`src/rtl/uart_pkg.sv`:
```
// Shared UART transmit definitions: controller FSM states, framing bit values
// and the frame-width helper used to size the assembled frame.
package uart_pkg;

  typedef enum logic [1:0] {
    IDLE,
    LOAD,
    SEND,
    HOLD
  } tx_state_t;

  localparam logic START_BIT = 1'b0;
  localparam logic STOP_BIT  = 1'b1;

  function automatic int frame_width(input int data_w, input int parity_en);
    return data_w + 2 + ((parity_en != 0) ? 1 : 0);
  endfunction

endpackage

```
`src/rtl/uart_baud_cnt.sv`:
```
// Bit-period counter: tick is high in the last of every CLKS_PER_BIT enabled
// cycles; clear restarts the period and takes priority over enable.
module uart_baud_cnt #(
  parameter int CLKS_PER_BIT = 868
) (
  input  logic clk,
  input  logic rst,
  input  logic clear,
  input  logic enable,
  output logic tick
);

  localparam int               CNT_W = $clog2(CLKS_PER_BIT);
  localparam logic [CNT_W-1:0] LAST  = CNT_W'(CLKS_PER_BIT - 1);

  logic [CNT_W-1:0] cnt;

  always_ff @(posedge clk or posedge rst) begin
    if (rst) begin
      cnt <= '0;
    end else if (clear) begin
      cnt <= '0;
    end else if (enable) begin
      cnt <= (cnt == LAST) ? '0 : cnt + 1'b1;
    end
  end

  assign tick = enable && (cnt == LAST);

endmodule

```
`src/rtl/uart_tx_ctrl.sv`:
```
// UART transmit controller: frames a byte for a downstream PISO and paces it with
// load/shift pulses; accepts a new byte only in IDLE, including the tx_done cycle.
module uart_tx_ctrl
  import uart_pkg::*;
#(
  parameter int  CLKS_PER_BIT = 868,
  parameter int  DATA_W       = 8,
  parameter int  PARITY_EN    = 0,
  parameter int  PARITY_ODD   = 0,
  localparam int FRAME_W      = frame_width(DATA_W, PARITY_EN)
) (
  input  logic               clk,
  input  logic               rst,
  input  logic [DATA_W-1:0]  tx_data,
  input  logic               tx_valid,
  output logic               tx_ready,
  output logic [FRAME_W-1:0] p_data,
  output logic               load,
  output logic               shift,
  output logic               tx_busy,
  output logic               tx_done
);

  localparam int               BIT_W    = $clog2(FRAME_W + 1);
  localparam logic [BIT_W-1:0] LAST_IDX = BIT_W'(FRAME_W - 1);

  tx_state_t          state, state_nxt;
  logic [BIT_W-1:0]   bit_cnt, bit_cnt_nxt;
  logic               load_nxt, shift_nxt, done_nxt;
  logic               baud_clear, baud_en, baud_tick;
  logic               handshake;
  logic [FRAME_W-1:0] frame;

  assign tx_ready   = (state == IDLE);
  assign tx_busy    = (state != IDLE);
  assign handshake  = tx_valid && tx_ready;
  assign baud_clear = (state == LOAD);
  // The baud counter keeps running from SEND into HOLD so the stop bit gets a full period.
  assign baud_en    = (state == SEND) || (state == HOLD);

  uart_baud_cnt #(
    .CLKS_PER_BIT(CLKS_PER_BIT)
  ) u_baud (
    .clk   (clk),
    .rst   (rst),
    .clear (baud_clear),
    .enable(baud_en),
    .tick  (baud_tick)
  );

  always_comb begin
    frame             = '1;
    frame[0]          = START_BIT;
    frame[DATA_W:1]   = tx_data;
    if (PARITY_EN != 0) begin
      frame[FRAME_W-2] = (^tx_data) ^ (PARITY_ODD != 0);
    end
    frame[FRAME_W-1]  = STOP_BIT;
  end

  // Pulses are decided one cycle ahead and registered, so each lands in the
  // cycle the state it belongs to is active.
  always_comb begin
    state_nxt   = state;
    bit_cnt_nxt = bit_cnt;
    load_nxt    = 1'b0;
    shift_nxt   = 1'b0;
    done_nxt    = 1'b0;
    case (state)
      IDLE: begin
        if (handshake) begin
          state_nxt = LOAD;
          load_nxt  = 1'b1;
        end
      end
      LOAD: begin
        state_nxt   = SEND;
        shift_nxt   = 1'b1;
        bit_cnt_nxt = '0;
      end
      SEND: begin
        if (shift) begin
          bit_cnt_nxt = bit_cnt + 1'b1;
        end
        if (shift && (bit_cnt == LAST_IDX)) begin
          state_nxt = HOLD;
        end else if (baud_tick) begin
          shift_nxt = 1'b1;
        end
      end
      HOLD: begin
        if (baud_tick) begin
          state_nxt = IDLE;
          done_nxt  = 1'b1;
        end
      end
      default: state_nxt = IDLE;
    endcase
  end

  always_ff @(posedge clk or posedge rst) begin
    if (rst) begin
      state   <= IDLE;
      bit_cnt <= '0;
      p_data  <= '1;
      load    <= 1'b0;
      shift   <= 1'b0;
      tx_done <= 1'b0;
    end else begin
      state   <= state_nxt;
      bit_cnt <= bit_cnt_nxt;
      load    <= load_nxt;
      shift   <= shift_nxt;
      tx_done <= done_nxt;
      if (handshake) begin
        p_data <= frame;
      end
    end
  end

endmodule

```
`config.mk`:
```
export PLATFORM = sky130hd
export DESIGN_NAME = uart_tx_ctrl
export DESIGN_NICKNAME = d
export VERILOG_FILES = /design/src/rtl/uart_pkg.sv /design/src/rtl/uart_baud_cnt.sv /design/src/rtl/uart_tx_ctrl.sv
export SDC_FILE = /design/constraint.sdc
export NUM_CORES = 1
export LEC_CHECK = 0
export CAP_MARGIN = 5
export CORE_MARGIN = 3
export CORE_UTILIZATION = 50
export CTS_CLUSTER_SIZE = 14
export DETAILED_ROUTE_END_ITERATION = 10
export DONT_BUFFER_PORTS = 1
export GPL_ROUTABILITY_DRIVEN = 0
export PLACE_DENSITY = 0.64
export SYNTH_ARGS = -nofsm -noshare
export SYNTH_HDL_FRONTEND = slang
export SYNTH_HIERARCHICAL = 1
export SYNTH_SLANG_ARGS = --single-unit
```
`constraint.sdc`:
```
create_clock -name clk -period 3.2 [get_ports clk]
set_input_delay 0.64 -clock clk [delete_from_list [all_inputs] [get_ports clk]]
set_output_delay 0.64 -clock clk [all_outputs]
set_load 0.005 [all_outputs]
```
; After elaboration in Yosys (flattened, before gate mapping)
; Cells that the tools add are included.
[op_classes]
n_addsub = 2
muxes = 15
reduce_logical = 10
eq_ne = 9
[ops]
columns = operator, n
row1 = $mux 10, 3
row2 = $add 10x1->10 const B, 1
row3 = $eq 10x10->1 const B, 1
row4 = $pmux 2 s4, 1
row5 = $pmux 4 s2, 1
row6 = $mux 2, 3
row7 = $reduce_bool 2->1, 3
row8 = $mux 1, 5
row9 = $add 4x1->4 const B, 1
row10 = $eq 2x2->1 const B, 2
row11 = $eq 4x4->1 const B, 1
row12 = $mux 4, 1
row13 = $ne 2x1->1 const B, 2
row14 = $ne 2x2->1 const B, 2
row15 = $logic_and 1x1->1, 3
row16 = $reduce_and 3->1, 1
row17 = $eq 2x1->1 const B, 1
row18 = $logic_not 2->1, 1
row19 = $pmux 1 s2, 1
row20 = $reduce_and 2->1, 1
row21 = $logic_or 1x1->1, 1
[totals]
word_cells = 43
in_bits = 11
regBits = 28
out_inout_bits = 15

; Depth between registers and ports, before layout
; Gate-level depths: netlist of the first run.
[logic_depth]
word_depth = 6
depth_mapped = 9
mapped_depth_nobuf = 8

; Hierarchy
; Netlist of the first run, hierarchy kept.
[modules_own_cells]
columns = mod, cells_each, n_inst, seq_area_each_um2, area_each_um2
row1 = uart_tx_ctrl, 69, 1, 461.7, 847.1
row2 = uart_baud_cnt, 59, 1, 250.2, 596.8

; Worst setup path after synthesis of the first run
; No wires, ideal clock.
[synth_path]
path_type = reg-to-reg
start = register state[0]
end = register state[1]
path_slack_ps = 955
path_stages_with_launch = 10
n_path_buf = 1
synth_period_minus_slack_ps = 2245
t_arrival_ps = 2117
required_ps = 3072
setup_time_ps = 128
path_cell_list = dfrtp_1 > inv_1 > ha_1 > buf_2 > or2_2 > inv_1 > nor4_1 > nor2b_1 > a221oi_2 > mux2_1
[synth_via]
elab_chain_cells = 5
elab_cells_between_ends = 12
cone_classes = eq/ne (6) / mux (1) / reduce/logical (5)
[synth_lines]
columns = item, line
row1 = from (decl), uart_tx_ctrl.sv:27  ; tx_state_t state, state_nxt;
row2 = from (signal assigned), uart_tx_ctrl.sv:110  ; state <= state_nxt;
row3 = $eq 2x2->1, uart_tx_ctrl.sv:39  ; assign baud_en = (state == SEND) || (state == HOLD);
row4 = $logic_or 1x1->1 *, uart_tx_ctrl.sv:39
row5 = named net baud_en, uart_tx_ctrl.sv:30  ; logic baud_clear, baud_en, baud_tick;
row6 = $logic_and 1x1->1 *, uart_baud_cnt.sv:28  ; assign tick = enable && (cnt == LAST);
row7 = named net baud_tick, uart_tx_ctrl.sv:30
row8 = $ne 2x2->1 (no line) *, -
row9 = $reduce_and 3->1 (no line) *, -
; Mark *: on every way through the listed nets, which the timed path passes. The rest lies on a longest branch.
; A chain may end at the register's enable or synchronous reset.

; Worst setup path after layout of the first run
; Ends and elaborated chain as after synthesis.

==> results.sh, run 1 <==
export IMPL_yosysTopAreaCell="dfrtp_1"
export IMPL_wl_um=2530
export IMPL_end_kind="register"
export IMPL_seqPwrFrac=0.469
export IMPL_synth_top_area_share=0.329
export IMPL_comb_power_share=0.350
export IMPL_grt_max_degree=19
export IMPL_crit_path_top_delay_cell="nor4_1"
export IMPL_ir_drop_uv=573
export IMPL_power_frac_clock=0.181
export IMPL_antenna_found_initial=0
export IMPL_slew_violations=0
export IMPL_io_pins=26
export IMPL_grt_overflow_total=0
export IMPL_crit_fanout=11
export IMPL_die_h_um=59.7
export IMPL_dp_worst_setup_slack_ps=635
export IMPL_timing_hold_violations_final=0
export IMPL_synth_area_um2=1440
export IMPL_track_usage=0.151
export IMPL_initial_core_util=0.553
export IMPL_p_int_mw=0.814
export IMPL_grt_pass1_vias=964
export IMPL_dp_hpwl_um=1880
export IMPL_netSwitchingPower_mw=0.461
export IMPL_worst_r2r_cell_count=8
export IMPL_p_sw_frac=0.361
export IMPL_nets=149
export IMPL_clk_pin_slew_ps=150
export IMPL_first_pass_iters=4
export IMPL_numCtsBuffers=3
export IMPL_core_area_um2=2610
export IMPL_htree_levels=1
export IMPL_routed_via_density=6.01
export IMPL_crit_top_cell="inv_1"
export IMPL_critPathBufInv=2
export IMPL_cts_root_buf="clkbuf_4"
export IMPL_synth_ff_type="dfrtp_1"
export IMPL_syn_inst=128
export IMPL_wire_per_inst_um=15.8
export IMPL_crit_type="reg -> reg"
export IMPL_cp_num_cells=8
export IMPL_drv_cap=0
export IMPL_synth_avg_cell_area_um2=11.3
export IMPL_dp_cells=156
export IMPL_worstPathArrival_ps=2830
export IMPL_start_kind="register"
export IMPL_yosys_top_cells_area="dfrtp_1, dfstp_2, ha_1"
export IMPL_antenna_cells=0
export IMPL_worst_slack_ps=593
export IMPL_dieWidth_um=59.7
export IMPL_r2r_start="state[0]$_DFFE_PP0P_"
export IMPL_synth_common_cells="dfrtp_1, inv_1, dfstp_2, nand2_1, o21ai_0"
export IMPL_max_stage_delay_ps=470
export IMPL_reg2reg_to="state[1]$_DFFE_PP0P_"
export IMPL_hold_path_class="in -> async"
export IMPL_grt_pass1_wl_um=4170
export IMPL_ctsResizeCount=0
export IMPL_fin_cells=160
export IMPL_fill_cells=229
export IMPL_cts_hold_buf=0
export IMPL_cp_required_ps=3430
export IMPL_numClockSinks=28
export IMPL_final_layout_size_suffix_gt1_frac=0.208
export IMPL_crit_family="simple AND/OR/NAND/NOR gates"
export IMPL_status="complete, no violations"
export IMPL_cp_endpoint="state[1]$_DFFE_PP0P_"
export IMPL_max_freq_mhz=384
export IMPL_rsz0062_at_grt="false"
export IMPL_setup_viol_count_final=0
export IMPL_yosys_warnings=6
export IMPL_synth_fp_nets=146
export IMPL_synth_seq_cells=28
export IMPL_synth_most_common_cell="dfrtp_1"
export IMPL_port_buffers=0
export IMPL_synth_cell_types=42
export IMPL_rows=18
export IMPL_drc=0
export IMPL_crit_start="state[0]$_DFFE_PP0P_"
export IMPL_tns_ps=0
export IMPL_crit_chain="inv_1 -> ha_1 -> or2_2 -> inv_1 -> nor4_1 -> nor2b_1 -> a221oi_2 -> mux2_1"
export IMPL_area_growth_pct=5.37
export IMPL_r2r_slack_ps=590
export IMPL_period_share=0.815
export IMPL_tightest_slew_ps=654
export IMPL_cts_tree="done"
export IMPL_clk_path_buf_depth=2
export IMPL_max_slew_margin_rel=0.564
export IMPL_synthArstFlopShare=1.00
export IMPL_cellLeakagePower_nw=0.671
export IMPL_finalPower_mw=1.27
export IMPL_powerDensity_nw_per_um2=838
export IMPL_yosysSeqAreaShare=0.493
export IMPL_skew_ps=1.69
export IMPL_dieArea_um2=3570
export IMPL_synth_edf_count=0
export IMPL_insertion_delay_ps=320
export IMPL_min_period_ps=2610
export IMPL_route_vias_total=962
export IMPL_postRouteAntennaNets=0
export IMPL_first_iter_violations=25
export IMPL_postCtsSetupBuffers=0
-- sequential cells by signal, summed over array words and instances (netlist names) --
register and count:
u_baud/cnt 10, tx_done 1, bit_cnt 4, p_data 9, load 1, shift 1
state 2
-- kinds of logic (layout without fill, tap and decap cells) --
logic type,count (synthesis),count (layout),synth area share
buf+inv,14,16,0.0399
mux,10,10,0.0771
fa+ha+maj,7,7,0.0607
flops,28,28,0.493
simple gates,37,37,0.168
other cells,1,1,0.00260
xor+xnor,2,2,0.0121
compound gates,29,29,0.146
-- per-layer routing --
metal	wire length, um	part of all wire	global-route usage
met4	0	0	0.0253
met1	1160	0.46	0.189
met5	0	0	0
met2	1260	0.50	0.261
met3	115	0.045	0.0454
-- power by group through the flow --
stage | logic, mW | clock network, mW | registers [mW]
4_1_cts | 0.446 | 0.237 | 0.599
3_5_place_dp | 0.442 | 0 | 0.606
2_1_floorplan | 0.372 | 0 | 0.577
5_1_grt | 0.504 | 0.251 | 0.614
6_report | 0.446 | 0.231 | 0.598
3_3_place_gp | 0.427 | 0 | 0.599
-- per-stage QoR --
| step | hold WS [ps] | util | instance area (um2) |
|---|---|---|---|
| floorplan | 464 | - | 1440 |
| global placement | 496 | 0.562 | 1470 |
| detailed placement | 500 | 0.562 | 1470 |
| CTS | 165 | 0.582 | 1520 |
| global route | 143 | 0.582 | 1520 |
| finish | 156 | 0.582 | 1520 |
-- area by class of cell --
cell class                      instances  area [um2]  area share
Clock inverter                          1        30.0      0.0197
Sequential cell                        28         712       0.468
Multi-Input combinational cell         86         674       0.443
Inverter                               12        45.0      0.0296
Clock buffer                            3        22.5      0.0148
Tap cell                               30        37.5      0.0247
-- worst min path at each step --
stage / slack (ps) / depth (start not counted) / start / end
floorplan: 460 / 1 / bit_cnt[2]$_DFFE_PP0P_ / bit_cnt[2]$_DFFE_PP0P_
global placement: 500 / 1 / p_data[0]$_DFFE_PP1P_ / p_data[0]$_DFFE_PP1P_
detailed placement: 500 / 1 / p_data[0]$_DFFE_PP1P_ / p_data[0]$_DFFE_PP1P_
CTS: 170 / 1 / rst / u_baud/cnt[9]$_DFFE_PP0P_
global route: 140 / 1 / rst / u_baud/cnt[0]$_DFFE_PP0P_
finish: 160 / 1 / rst / u_baud/cnt[8]$_DFFE_PP0P_
-- layout by cell type (no fill, tap or decap), drive strengths merged, types with 2 or more instances in the layout --
| cell type | n |
|---|---|
| nand2 | 9 |
| or3 | 3 |
| o21ai | 11 |
| nand3 | 5 |
| dfrtp | 19 |
| inv | 11 |
| xor2 | 2 |
| or2 | 2 |
| ha | 7 |
| and2 | 2 |
| clkbuf | 3 |
| a21oi | 6 |
| nor2b | 2 |
| dfstp | 9 |
| o31ai | 3 |
| nand4 | 2 |
| nor2 | 4 |
| or4 | 3 |
| mux2 | 9 |
-- worst register-to-register path, stage by stage (launching register included) --
cell	delay, ps
dfrtp_1	440
inv_1	100
ha_1	380
or2_2	270
inv_1	110
nor4_1	470
nor2b_1	130
a221oi_2	240
mux2_1	360
Note: power is estimated with default switching activity, not from simulation.
==> inputs of run 2 (changes only) <==
clock period = 2.5 ns   (was 3.2 ns; I/O delays follow)
==> results.sh, run 2 (same netlist as run 1, synthesis figures left out) <==
export IMPL_regMostFlops="u_baud/cnt"
export IMPL_cts_tree="done"
export IMPL_core_area_um2=2610
export IMPL_crit_start="state[0]$_DFFE_PP0P_"
export IMPL_netSwitchingPower_mw=0.579
export IMPL_drc=0
export IMPL_tightest_slew_ps=664
export IMPL_finalPower_mw=1.63
export IMPL_grt_max_degree=19
export IMPL_max_slew_margin_rel=0.557
export IMPL_slew_violations=0
export IMPL_postRouteAntennaNets=0
export IMPL_crit_type="reg -> reg"
export IMPL_tns_ps=0
export IMPL_cp_endpoint="state[1]$_DFFE_PP0P_"
export IMPL_top_regs="u_baud/cnt: 10 flops, p_data: 9 flops, bit_cnt: 4 flops"
export IMPL_reg2reg_to="state[1]$_DFFE_PP0P_"
export IMPL_wl_um=2400
export IMPL_setup_viol_count_final=0
export IMPL_rsz0062_at_grt="false"
export IMPL_grt_overflow_total=0
export IMPL_postCtsSetupBuffers=0
export IMPL_seqCellArea_um2=712
export IMPL_timing_hold_violations_final=0
export IMPL_clk_pin_slew_ps=150
export IMPL_max_stage_delay_ps=450
export IMPL_cts_root_buf="clkbuf_4"
export IMPL_use_met3=0.0410
export IMPL_cp_required_ps=2730
export IMPL_cts_hold_buf=0
export IMPL_end_kind="register"
export IMPL_final_layout_size_suffix_gt1_frac=0.221
export IMPL_fill_cells=218
export IMPL_die_h_um=59.7
export IMPL_busiest_layer="met2"
export IMPL_dp_hpwl_um=1850
export IMPL_io_pins=26
export IMPL_htree_levels=1
export IMPL_r2r_start="state[0]$_DFFE_PP0P_"
export IMPL_grtUsageMet2=0.255
export IMPL_mostFrequentLayoutCell="dfrtp_1"
export IMPL_crit_chain="inv_1 -> ha_1 -> or2_2 -> inv_1 -> nor4_2 -> nor2b_1 -> a221oi_2 -> mux2_1"
export IMPL_use_met1=0.204
export IMPL_multi_input_area_um2=681
export IMPL_antenna_found_initial=0
export IMPL_port_buffers=0
export IMPL_dieArea_um2=3570
export IMPL_skew_ps=2.31
export IMPL_p_sw_frac=0.356
export IMPL_max_freq_mhz=459
export IMPL_powerDensity_nw_per_um2=1060
export IMPL_status="complete, no violations"
export IMPL_initial_core_util=0.553
export IMPL_worst_r2r_cell_count=8
export IMPL_final_cell_mix="dfrtp_1, inv_1, nand2_1, dfstp_2, o21ai_0"
export IMPL_routed_via_density=5.90
export IMPL_rows=18
export IMPL_hold_path_class="in -> async"
export IMPL_crit_path_top_delay_cell="dfrtp_1"
export IMPL_grt_pass1_wl_um=4200
export IMPL_start_kind="register"
export IMPL_clk_path_buf_depth=2
export IMPL_r2r_slack_ps=320
export IMPL_drv_cap=0
export IMPL_wire_per_inst_um=14.9
export IMPL_dieWidth_um=59.7
export IMPL_ir_drop_uv=664
export IMPL_crit_top_cell="inv_1"
export IMPL_numCtsBuffers=3
export IMPL_first_iter_violations=30
export IMPL_area_growth_pct=6.33
export IMPL_worstPathArrival_ps=2410
export IMPL_numClockSinks=28
export IMPL_grt_pass1_vias=937
export IMPL_insertion_delay_ps=330
export IMPL_power_frac_clock=0.181
export IMPL_fin_util=0.588
export IMPL_route_vias_total=950
export IMPL_nets=150
export IMPL_cellLeakagePower_nw=0.677
export IMPL_period_share=0.872
export IMPL_p_int_mw=1.05
export IMPL_first_pass_iters=4
export IMPL_comb_power_share=0.350
export IMPL_min_period_ps=2180
export IMPL_largest_register_ffs=10
export IMPL_seqPwrFrac=0.469
export IMPL_crit_fanout=7
export IMPL_antenna_cells=0
export IMPL_track_usage=0.154
==> run 2: worst min-delay path by stage <==
stage | end | depth (start not counted) | slack, ps
after floorplan | u_baud/cnt[0]$_DFFE_PP0P_ | 1 | 340
after global placement | u_baud/cnt[8]$_DFFE_PP0P_ | 1 | 390
after detailed placement | u_baud/cnt[8]$_DFFE_PP0P_ | 1 | 390
after CTS | u_baud/cnt[8]$_DFFE_PP0P_ | 1 | 20
after global routing | u_baud/cnt[8]$_DFFE_PP0P_ | 1 | 10
final | u_baud/cnt[8]$_DFFE_PP0P_ | 1 | 10
==> run 2: through the flow <==
stage / area [um2] / instances / setup WS (ps) / hold WS, ps
after floorplan: 1440 / 128 / 255 / 340
after global placement: 1480 / 157 / 356 / 389
after detailed placement: 1480 / 157 / 234 / 391
after CTS: 1530 / 161 / 214 / 17.4
after global routing: 1540 / 161 / 118 / 11.7
final: 1540 / 161 / 319 / 10.1
==> run 2: power by group through the flow <==
| stage | combinational, mW | sequential [mW] | clock [mW] |
|---|---|---|---|
| after CTS | 0.575 | 0.766 | 0.307 |
| after global routing | 0.655 | 0.791 | 0.319 |
| after detailed placement | 0.573 | 0.775 | 0 |
| final | 0.570 | 0.763 | 0.295 |
| after floorplan | 0.477 | 0.738 | 0 |
| after global placement | 0.556 | 0.767 | 0 |
==> run 2: layout make-up <==
type,instances,share of cell area
flip-flops and latches,28,0.464
multi-input cells,86,0.443
inverters,12,0.0293
well taps,30,0.0244
clock inverters,1,0.0196
clock buffers,3,0.0147
repair buffers,1,0.00489
==> run 2: critical path, delay by kind of cell (launching register included) <==
kind	cells	cell delay [ps]
and+or+nand+nor	3	680
DFF	1	450
muxes	1	340
AOI/OAI and AO/OA	1	230
buffers and inverters	2	220
adders and majority gates	1	160
==> run 2: timing repair <==
| item | in CTS | in global routing |
|---|---|---|
| endpoints found under the setup margin | 0 | 1 |
| gates resized for setup | 0 | 1 |
| hold endpoints to repair | 0 | 0 |
==> run 2: layer usage <==
metal / share of wire / vias to the layer above / wire (um)
li1: - / 466 / -
met1: 0.44 / 458 / 1070
met2: 0.49 / 24 / 1180
met3: 0.059 / 2 / 141
met4: 0.0050 / 0 / 12
met5: 0 / - / 0
==> inputs of run 3 (changes only) <==
REMOVE_ABC_BUFFERS = 1   (was default)
==> results.sh, run 3 (same netlist as run 1, synthesis figures left out) <==
export IMPL_status="complete, no violations"
export IMPL_timing_hold_violations_final=0
export IMPL_routed_via_density=5.76
export IMPL_powerDensity_nw_per_um2=1010
export IMPL_tns_ps=0
export IMPL_port_buffers=0
export IMPL_core_area_um2=2610
export IMPL_max_slew_margin_rel=0.571
export IMPL_top_regs="u_baud/cnt: 10 flops, p_data: 9 flops, bit_cnt: 4 flops"
export IMPL_period_share=0.877
export IMPL_crit_family="simple AND/OR/NAND/NOR gates"
export IMPL_slew_violations=0
export IMPL_worstPathArrival_ps=2410
export IMPL_crit_path_top_delay_cell="dfrtp_1"
export IMPL_grt_overflow_total=0
export IMPL_numClockSinks=28
export IMPL_regMostFlops="u_baud/cnt"
export IMPL_largest_register_ffs=10
export IMPL_min_period_ps=2190
export IMPL_drc=0
export IMPL_crit_chain="inv_1 -> ha_1 -> or2_2 -> inv_1 -> nor4_1 -> nor2b_1 -> a221oi_2 -> mux2_1"
export IMPL_tightest_slew_ps=642
export IMPL_postRouteAntennaNets=0
export IMPL_first_iter_violations=39
export IMPL_cts_tree="done"
export IMPL_r2r_start="state[0]$_DFFE_PP0P_"
export IMPL_numCtsBuffers=3
export IMPL_start_kind="register"
export IMPL_fin_util=0.578
export IMPL_dieWidth_um=59.7
export IMPL_rows=18
export IMPL_worst_r2r_cell_count=8
export IMPL_dp_hpwl_um=1840
export IMPL_cts_root_buf="clkbuf_4"
export IMPL_wl_um=2440
export IMPL_route_vias_total=933
export IMPL_crit_start="state[0]$_DFFE_PP0P_"
export IMPL_ir_drop_uv=688
export IMPL_final_cell_mix="dfrtp_1, inv_1, nand2_1, dfstp_2, o21ai_0"
export IMPL_insertion_delay_ps=320
export IMPL_io_pins=26
export IMPL_cellLeakagePower_nw=0.669
export IMPL_crit_top_cell="inv_1"
export IMPL_drv_cap=0
export IMPL_grt_pass1_vias=921
export IMPL_end_kind="register"
export IMPL_finalPower_mw=1.53
export IMPL_rsz0062_at_grt="false"
export IMPL_antenna_found_initial=0
export IMPL_cp_num_cells=8
export IMPL_track_usage=0.152
export IMPL_ctsResizeCount=0
export IMPL_postCtsSetupBuffers=0
export IMPL_worst_slack_ps=307
export IMPL_nets=151
export IMPL_max_freq_mhz=456
export IMPL_final_layout_size_suffix_gt1_frac=0.212
export IMPL_critPathBufInv=2
export IMPL_mostFrequentLayoutCell="dfrtp_1"
export IMPL_die_h_um=59.7
export IMPL_hold_path_class="in -> async"
export IMPL_clk_path_buf_depth=2
export IMPL_cp_required_ps=2720
export IMPL_dp_worst_setup_slack_ps=361
export IMPL_first_pass_iters=4
export IMPL_cts_hold_buf=0
export IMPL_grt_max_degree=19
export IMPL_initial_core_util=0.553
export IMPL_max_stage_delay_ps=440
export IMPL_crit_fanout=7
export IMPL_hold_slack_ps=21.1
export IMPL_skew_ps=7.35
export IMPL_htree_levels=1
export IMPL_dieArea_um2=3570
export IMPL_grt_pass1_wl_um=4110
export IMPL_clk_pin_slew_ps=140
export IMPL_antenna_cells=0
export IMPL_area_growth_pct=4.59
export IMPL_wire_per_inst_um=15.0
export IMPL_crit_type="reg -> reg"
export IMPL_setup_viol_count_final=0
run 3: path summary, 6_finish.rpt:
kind	end	slack, ps
worst max-delay path	state[1]$_DFFE_PP0P_	310
worst min-delay path	u_baud/cnt[3]$_DFFE_PP0P_	20
worst max register to register	state[1]$_DFFE_PP0P_	310
worst min register to register	p_data[0]$_DFFE_PP1P_	510
max in group asynchronous	bit_cnt[1]$_DFFE_PP0P_	1960
min in group clk	p_data[6]$_DFFE_PP1P_	300
run 3: where the power goes:
part	internal, mW	switching, mW	leakage, nW
Clock	0.0625	0.124	0.0150
Combinational	0.256	0.320	0.303
Sequential	0.631	0.132	0.351
Total	0.950	0.575	0.669
run 3: stage by stage:
stage               cell area, um2  instances
global route                  1510        162
global placement              1480        158
CTS                           1510        162
finish                        1510        162
floorplan                     1430        126
detailed placement            1480        158
run 3: cell type report:
class                      count  area, um2
fill                         222       1100
sequential                    28        712
multi-input combinational     86        674
inverter                      12       45.0
tap                           30       37.5
clock buffer                   4       26.3
timing repair buffer           2       15.0
run 3: metal layers:
metal | part of all wire | track usage | up-vias
li1 | - | - | 464
met1 | 0.45 | 0.187 | 449
met2 | 0.51 | 0.258 | 18
met3 | 0.037 | 0.0432 | 2
met4 | 0.0062 | 0.0475 | 0
met5 | 0 | 0 | -
